<file path="src/rtl/lock_attempt_guard.sv">
// -----------------------------------------------------------------------------
// lock_attempt_guard
//
// Sits behind the combination-lock FSM. Every verdict pulse from the lock is
// consumed here: an open verdict holds the "unlocked" indication for a while,
// a closed verdict bumps the consecutive-failure count, and once MAX_FAIL
// failures in a row have been seen a timed lockout is enforced. Whenever a
// verdict has been dealt with, the lock is re-armed with a one-cycle,
// active-low reset pulse.
//
// Two active-low 7-segment digits (same encoding as the lock's display)
// report the remaining attempts (hex0) and a status letter (hex1).
//
// Parameters
//   MAX_FAIL     consecutive failures that trigger lockout (1..9)
//   LOCK_CYCLES  cycles spent in lockout (>=1)
//   OPEN_HOLD    cycles the unlocked indication is held before auto re-arm (>=1)
//
// Ports
//   clk           rising-edge clock
//   rst_n         asynchronous active-low reset
//   result_valid  one-cycle pulse: the lock has reached a verdict
//   result_open   verdict qualifier, used only with result_valid (1=open)
//   rearm         user pulse that ends the open hold early
//   lock_rst_n    registered active-low re-arm pulse to the lock FSM
//   unlocked      registered, high while the guard is in OPEN
//   locked_out    registered, high while the guard is in LOCKOUT
//   fail_cnt      consecutive failure count, 0..MAX_FAIL
//   hex0          remaining attempts digit (MAX_FAIL - fail_cnt), active-low
//   hex1          status: 'L' in LOCKOUT, 'O' in OPEN, blank otherwise
// -----------------------------------------------------------------------------
module lock_attempt_guard #(
  parameter int MAX_FAIL    = 3,
  parameter int LOCK_CYCLES = 20,
  parameter int OPEN_HOLD   = 8
) (
  input  logic       clk,
  input  logic       rst_n,
  input  logic       result_valid,
  input  logic       result_open,
  input  logic       rearm,
  output logic       lock_rst_n,
  output logic       unlocked,
  output logic       locked_out,
  output logic [3:0] fail_cnt,
  output logic [6:0] hex0,
  output logic [6:0] hex1
);

  // One down-counter serves both timed states, so it is sized for the longer
  // of the two. It only ever holds load values of (cycles - 1).
  localparam int TIMER_MAX = (LOCK_CYCLES > OPEN_HOLD) ? LOCK_CYCLES : OPEN_HOLD;
  localparam int TW        = (TIMER_MAX > 1) ? $clog2(TIMER_MAX) : 1;

  localparam logic [TW-1:0] OPEN_LOAD  = TW'(OPEN_HOLD - 1);
  localparam logic [TW-1:0] LOCK_LOAD  = TW'(LOCK_CYCLES - 1);
  localparam logic [3:0]    FAIL_LIMIT = 4'(MAX_FAIL);

  // Active-low segment patterns, bit order {g,f,e,d,c,b,a}.
  localparam logic [6:0] SEG_BLANK = 7'b1111111;
  localparam logic [6:0] SEG_L     = 7'b1000111;
  localparam logic [6:0] SEG_O     = 7'b1000000;

  typedef enum logic [1:0] {
    ARMED   = 2'd0,
    OPEN    = 2'd1,
    REARM   = 2'd2,
    LOCKOUT = 2'd3
  } state_t;

  state_t        state;
  logic [TW-1:0] timer;

  // ---------------------------------------------------------------------------
  // Control FSM. All outputs except the display are registered here, so each
  // one changes on the same edge as the state that it reflects.
  // lock_rst_n defaults high every cycle and is pulled low only on the edges
  // that enter REARM, which makes it low for exactly the single REARM cycle.
  // ---------------------------------------------------------------------------
  always_ff @(posedge clk or negedge rst_n) begin
    if (!rst_n) begin
      state      <= ARMED;
      timer      <= '0;
      fail_cnt   <= 4'd0;
      unlocked   <= 1'b0;
      locked_out <= 1'b0;
      lock_rst_n <= 1'b1;
    end else begin
      lock_rst_n <= 1'b1;
      case (state)
        ARMED: begin
          // rearm has no meaning while armed; only verdicts matter.
          if (result_valid) begin
            if (result_open) begin
              // Any successful attempt breaks the run of failures.
              state    <= OPEN;
              fail_cnt <= 4'd0;
              unlocked <= 1'b1;
              timer    <= OPEN_LOAD;
            end else if ((fail_cnt + 4'd1) < FAIL_LIMIT) begin
              state      <= REARM;
              fail_cnt   <= fail_cnt + 4'd1;
              lock_rst_n <= 1'b0;
            end else begin
              // Threshold reached: the lock stays un-armed for the whole
              // lockout and is re-armed only when it expires.
              state      <= LOCKOUT;
              fail_cnt   <= FAIL_LIMIT;
              locked_out <= 1'b1;
              timer      <= LOCK_LOAD;
            end
          end
        end

        OPEN: begin
          // rearm and timer expiry lead to the same single REARM cycle, so
          // both happening together needs no special handling.
          if (rearm || (timer == '0)) begin
            state      <= REARM;
            unlocked   <= 1'b0;
            lock_rst_n <= 1'b0;
            timer      <= '0;
          end else begin
            timer <= timer - 1'b1;
          end
        end

        REARM: begin
          state <= ARMED;
        end

        LOCKOUT: begin
          // Verdicts and rearm are deliberately ignored until the timer
          // runs out; the count is cleared together with the exit.
          if (timer == '0) begin
            state      <= REARM;
            fail_cnt   <= 4'd0;
            locked_out <= 1'b0;
            lock_rst_n <= 1'b0;
          end else begin
            timer <= timer - 1'b1;
          end
        end

        default: begin
          state <= ARMED;
        end
      endcase
    end
  end

  // ---------------------------------------------------------------------------
  // Display decode. Purely combinational from registered state, so the digits
  // track fail_cnt and the state with no extra latency.
  // ---------------------------------------------------------------------------
  function automatic logic [6:0] seg_digit(input logic [3:0] d);
    logic [6:0] s;
    case (d)
      4'd0:    s = 7'b1000000;
      4'd1:    s = 7'b1111001;
      4'd2:    s = 7'b0100100;
      4'd3:    s = 7'b0110000;
      4'd4:    s = 7'b0011001;
      4'd5:    s = 7'b0010010;
      4'd6:    s = 7'b0000010;
      4'd7:    s = 7'b1111000;
      4'd8:    s = 7'b0000000;
      4'd9:    s = 7'b0010000;
      default: s = SEG_BLANK;
    endcase
    return s;
  endfunction

  // fail_cnt never exceeds MAX_FAIL, so the difference cannot wrap; in
  // LOCKOUT fail_cnt equals MAX_FAIL and the digit naturally reads 0.
  logic [3:0] remaining;

  always_comb begin
    remaining = FAIL_LIMIT - fail_cnt;
    hex0      = seg_digit(remaining);
  end

  always_comb begin
    hex1 = SEG_BLANK;
    case (state)
      LOCKOUT: hex1 = SEG_L;
      OPEN:    hex1 = SEG_O;
      default: hex1 = SEG_BLANK;
    endcase
  end

endmodule
</file>
<file path="config.mk">
export PLATFORM = sky130hd
export DESIGN_NAME = lock_attempt_guard
export DESIGN_NICKNAME = d
export VERILOG_FILES = /design/src/rtl/lock_attempt_guard.sv
export SDC_FILE = /design/constraint.sdc
export NUM_CORES = 1
export LEC_CHECK = 0
export BUFFER_PORTS_ARGS = -buffer_cell sky130_fd_sc_hd__buf_2
export CAP_MARGIN = 25
export CORE_ASPECT_RATIO = 0.8
export CORE_UTILIZATION = 40
export CTS_CLUSTER_SIZE = 28
export DETAILED_ROUTE_END_ITERATION = 7
export PLACE_DENSITY = 0.71
export SLEW_MARGIN = 10
export SYNTH_ARGS = -nofsm -noshare
export SYNTH_HDL_FRONTEND = slang
export SYNTH_SLANG_ARGS = --single-unit
</file>
<file path="constraint.sdc">
create_clock -name clk -period 2.75 [get_ports clk]
set_input_delay 0 -clock clk [delete_from_list [all_inputs] [get_ports clk]]
set_output_delay 0 -clock clk [all_outputs]
set_load 0.1 [all_outputs]
</file>
# Word level (Yosys, flattened, before mapping)
# Memories as Yosys holds them, arrays and structs flattened.
# Cells that the tools add are included.
[word_totals]
input_bits = 5
mem_count = 1
mem_bits_ro = 112
wordCells = 66
out_inout_bits = 21
ff_bits = 14
[op_classes]
reduce_logical = 11
n_mux = 33
magnitude_cmp = 1
eq_ne = 11
add_sub_neg = 3
[memory_table]
columns = ["memory", "depth", "width", "rd", "rd_clocked_by_memory_dff", "wr", "line", "rtl"]
rows = [
  ["(name not given)", 16, 7, 1, 0, 0, "158", "case (d)"],
]
[op_table]
columns = ["cell", "count"]
rows = [
  ["2-to-1 mux 5 bit", 5],
  ["2-to-1 mux 4 bit", 4],
  ["case mux 5 bit (3 select lines)", 1],
  ["inequality test 2 bit, second input constant", 7],
  ["2-to-1 mux 1 bit", 13],
  ["case mux 6 bit (2 select lines)", 1],
  ["2-to-1 mux 2 bit", 4],
  ["case mux 2 bit (4 select lines)", 1],
  ["case mux 4 bit (2 select lines)", 1],
  ["AND reduction 4 bit", 2],
  ["AND reduction 3 bit", 2],
  ["zero test 5 bit", 1],
  ["AND reduction 5 bit", 1],
  ["subtractor 5 x 1 -> 5 bit, second input constant", 1],
  ["adder 4 x 1 -> 4 bit, second input constant", 1],
  ["== test 2 bit, second input constant", 2],
  ["less-than comparator 4 x 2 -> 1 bit, second input constant", 1],
  ["case mux 1 bit (2 select lines)", 2],
  ["nonzero test 2 bit", 2],
  ["subtractor 2 x 4 -> 4 bit, first input constant", 1],
  ["inequality test 3 bit, second input constant", 1],
  ["case mux 1 bit (3 select lines)", 1],
  ["nonzero test 3 bit", 1],
  ["== test 2 x 1 -> 1 bit, second input constant", 1],
  ["other kinds (2)", 2],
]

# Depth between registers and ports, before layout
[logic_depth]
ltp_word = 6
depth_mapped = 6
depth_no_buf = 6

# Least setup slack after synthesis
# No wires, ideal clock.
[synth_timing]
kind = "reg-to-output"
from = "register fail_cnt[1]"
to = "output hex0[3]"
t_required_ns = 2.750
arrival_ns = 3.221
path_buffers = 0
slack_ns = -0.471
path_stages_with_launch = 6
cell_sequence = "dfrtp_1 -> inv_1 -> ha_1 -> inv_1 -> o21ai_0 -> a21oi_1"
[synth_between]
elab_chain_cells = 2
[synth_lines]
columns = ["element", "line", "rtl"]
rows = [
  ["start: declaration", "45", "output logic [3:0] fail_cnt,"],
  ["start signal: assignment", "102", "fail_cnt <= fail_cnt + 4'd1;"],
  ["subtractor 2 x 4 -> 4 bit", "179", "remaining = FAIL_LIMIT - fail_cnt;"],
  ["memory (16 x 7 bit)", "-", ""],
  ["end: declaration", "46", "output logic [6:0] hex0,"],
]
# No other way between the ends.

# Final worst setup path
# Ends and elaborated chain as after synthesis.

==> key figures <==
Synthesis
  • Average cell area after synthesis: 8.49 um2
  • Async SR Flop Fraction: 100%
  • Area of the mapped netlist: 1080 um2
  • Sequential-to-total area share from yosys stat: 32.6%
  • Share of the synthesized area in the top cell type: 30.2%
  • Largest cells by area after synthesis: dfrtp_1 (30%), ha_1 (8.1%), o21ai_0 (5.1%)
  • Commonest register cell after synthesis: dfrtp_1
  • Cell taking the most area after synthesis: dfrtp_1
  • Count of flip-flops with a built-in enable after synthesis: 0
  • Synthesis Warnings: 0
  • Gate Count Post-Synth: 127
  • Cell variety after synth: 46
  • Net Count, Synth: 139
  • Flip-flop and latch count after synthesis: 14

CTS
  • Post-CTS setup-driven buffer insertion count: 0
  • H-tree depth reported by CTS: 1
  • Total number of clock tree sinks: 14
  • Clock tree buffer depth: 2
  • Total of hold buffers inserted after clock tree synthesis: 1
  • TritonCTS Buffers: 3
  • CTS tree: built
  • # resized after CTS: 0
  • Clock latency on the worst-skew pair: 290 ps
  • Clock tree root driver cell: clkbuf_4
  • Clock slew seen by the registers of the worst setup and hold paths: 90 ps

Critical path
  • Crit path DAT: 2120 ps
  • R2r setup slk: 890 ps
  • Critical Path Most Common Cell: inv_1
  • Critical path endpoint category: output pin
  • Critical path cell sequence: inv_1 > ha_1 > inv_1 > o21ai_0 > a21oi_2 > buf_2
  • Crit Path Max Fanout: 12
  • CP Data Required Time: 2750 ps
  • Largest stage delay on the critical path: 570 ps
  • Worst Reg-to-Reg Cells: 4
  • Class of the most critical setup path: flop to output pin
  • Slowest cell on crit path: dfrtp_1
  • Worst Setup Start Kind: flop

Status
  • Result of the run: completed

STA
  • Fmax achieved: 0.473 GHz
  • Setup repair after global routing missed its margin: no
  • Number of hold-slack violations in the final timing report: 0
  • Relative slew slack: 63.9%
  • Share of the clock period used by the worst path: 76.9%
  • Clock period minus final worst setup slack: 2120 ps
  • Post-route clock skew: 3.18 ps
  • Number of setup violations in the final report: 0
  • Worst Max-Slew Pin Slew: 533 ps
  • Number of max-slew violations in the final report: 0
  • Total Negative Setup Slacks: 0 ps

GRT
  • Residual overflow from global routing: 0
  • First-pass GRT wire length: 4000 um
  • Total GRT Usage: 18.4%
  • Number of global-route vias before repair: 843
  • Largest net degree at the start of global routing: 19
  • Antenna violations before repair: 0

Drt
  • Remaining antenna violation count: 0
  • DR vias/cell: 5.61
  • Drt pass-1 iters: 4
  • Number of remaining DRC errors: 0
  • Average routed wire per standard cell: 13.4 um
  • Detailed-route via count: 1027
  • Number of DRC violations after detailed-routing iteration 0: 51
  • Aggregate routed wire length: 2450 um

Die
  • Core Box Area: 2500 um2
  • Row Count: 16
  • Die width: 60.1 um
  • Initial core utilization: 43.1%
  • Number of top-level pins: 26
  • Vert. Die Dim: 48.4 um
  • Die Footprint: 2910 um2

Place
  • Placer Congestion: 0.894
  • HPWL Detailed: 1870 um
  • Number of input and output port buffers inserted: 24

Finish
  • Synth-to-layout area growth: 15.9%
  • Share of layout cells above drive strength 1: 25.2%
  • Antenna cell count: 0
  • Number of nets in the finished design: 160

Min path
  • Worst hold path depth: 3
  • Class of the most critical hold timing path: input pin to flop

Flow run
  • Max-cap violations: 0
## routing by layer
metal	vias up	share of wire [%]	routed length [um]	track usage (%)
met5	-	0	0	0
met2	37	40	989	23.0
li1	502	-	-	-
met1	483	51	1260	29.7
met3	5	7.3	178	6.15
met4	0	1.2	29	4.65
## flip-flops by register name (all words and copies together), names as in the netlist
name	flops
locked_out	1
lock_rst_n	1
state	2
fail_cnt	4
timer	5
unlocked	1
## cells in the final DEF (no fill, tap or decap), types with 2 or more instances in the layout
cell type	count
a31oi_1	2
ha_1	7
o21ai_0	11
nor2b_1	2
inv_1	9
o31a_1	3
nor2_1	8
nor4_1	3
nor3_1	5
nor4b_1	2
buf_2	24
dfrtp_1	13
nand2b_1	3
and2_1	4
nand2_1	8
clkbuf_4	3
a21oi_2	2
a21oi_1	8
## logic make-up after synthesis
family	Yosys count	synth area share [%]
simple gates	42	23.1
fa+ha+maj	7	8.12
buf+inv	19	8.47
mux	1	1.04
compound gates	43	26.3
other cells	1	0.348
flops	14	32.6
## per-stage QoR
stage | instances | worst slack (ps) | utilization (%) | hold WS (ps) | instance area [um2]
3_5_place_dp | 178 | 916 | 48.1 | -87.1 | 1200
5_1_grt | 183 | 483 | 50.0 | 86.5 | 1250
4_1_cts | 183 | 637 | 50.0 | 49.6 | 1250
2_1_floorplan | 127 | -324 | - | -296 | 1090
6_report | 183 | 635 | 50.0 | 45.9 | 1250
3_3_place_gp | 178 | 912 | 48.1 | -89.9 | 1200
## Yosys cell counts (all sizes together) (2+ instances only)
library cell,n
o21ai,11
ha,7
a31oi,3
and2,4
nor3,5
or4b,2
a21oi,10
a21boi,2
nor4b,2
nand2,8
nor2,8
o31a,3
nor4,3
buf,7
clkbuf,2
nand2b,3
nor2b,2
inv,9
dfrtp,13
## worst paths after layout
check                            startpoint           to
worst max-delay path            fail_cnt[1]      hex0[3]
worst min-delay path                  rearm     state[1]
worst max register to register  fail_cnt[1]     timer[3]
worst min register to register     unlocked     unlocked
max in group asynchronous             rst_n   lock_rst_n
min in group asynchronous             rst_n  fail_cnt[0]
## layout make-up
cell class,instances,area (um2)
fillers,244,1250
multi-input cells,94,649
flip-flops and latches,14,352
repair buffers,25,130
well taps,36,45.0
inverters,10,37.5
clock buffers,4,36.3
## worst max-delay path: cells and delay by family (launching register included)
| family | cells | cell delay [ps] |
|---|---|---|
| compound gates | 2 | 240 |
| fa+ha+maj | 1 | 330 |
| buf+inv | 3 | 680 |
| flops | 1 | 570 |
Power is left out: the tool's default activity adds up to more than one toggle a clock period on the data nets, which glitch-free logic cannot reach.
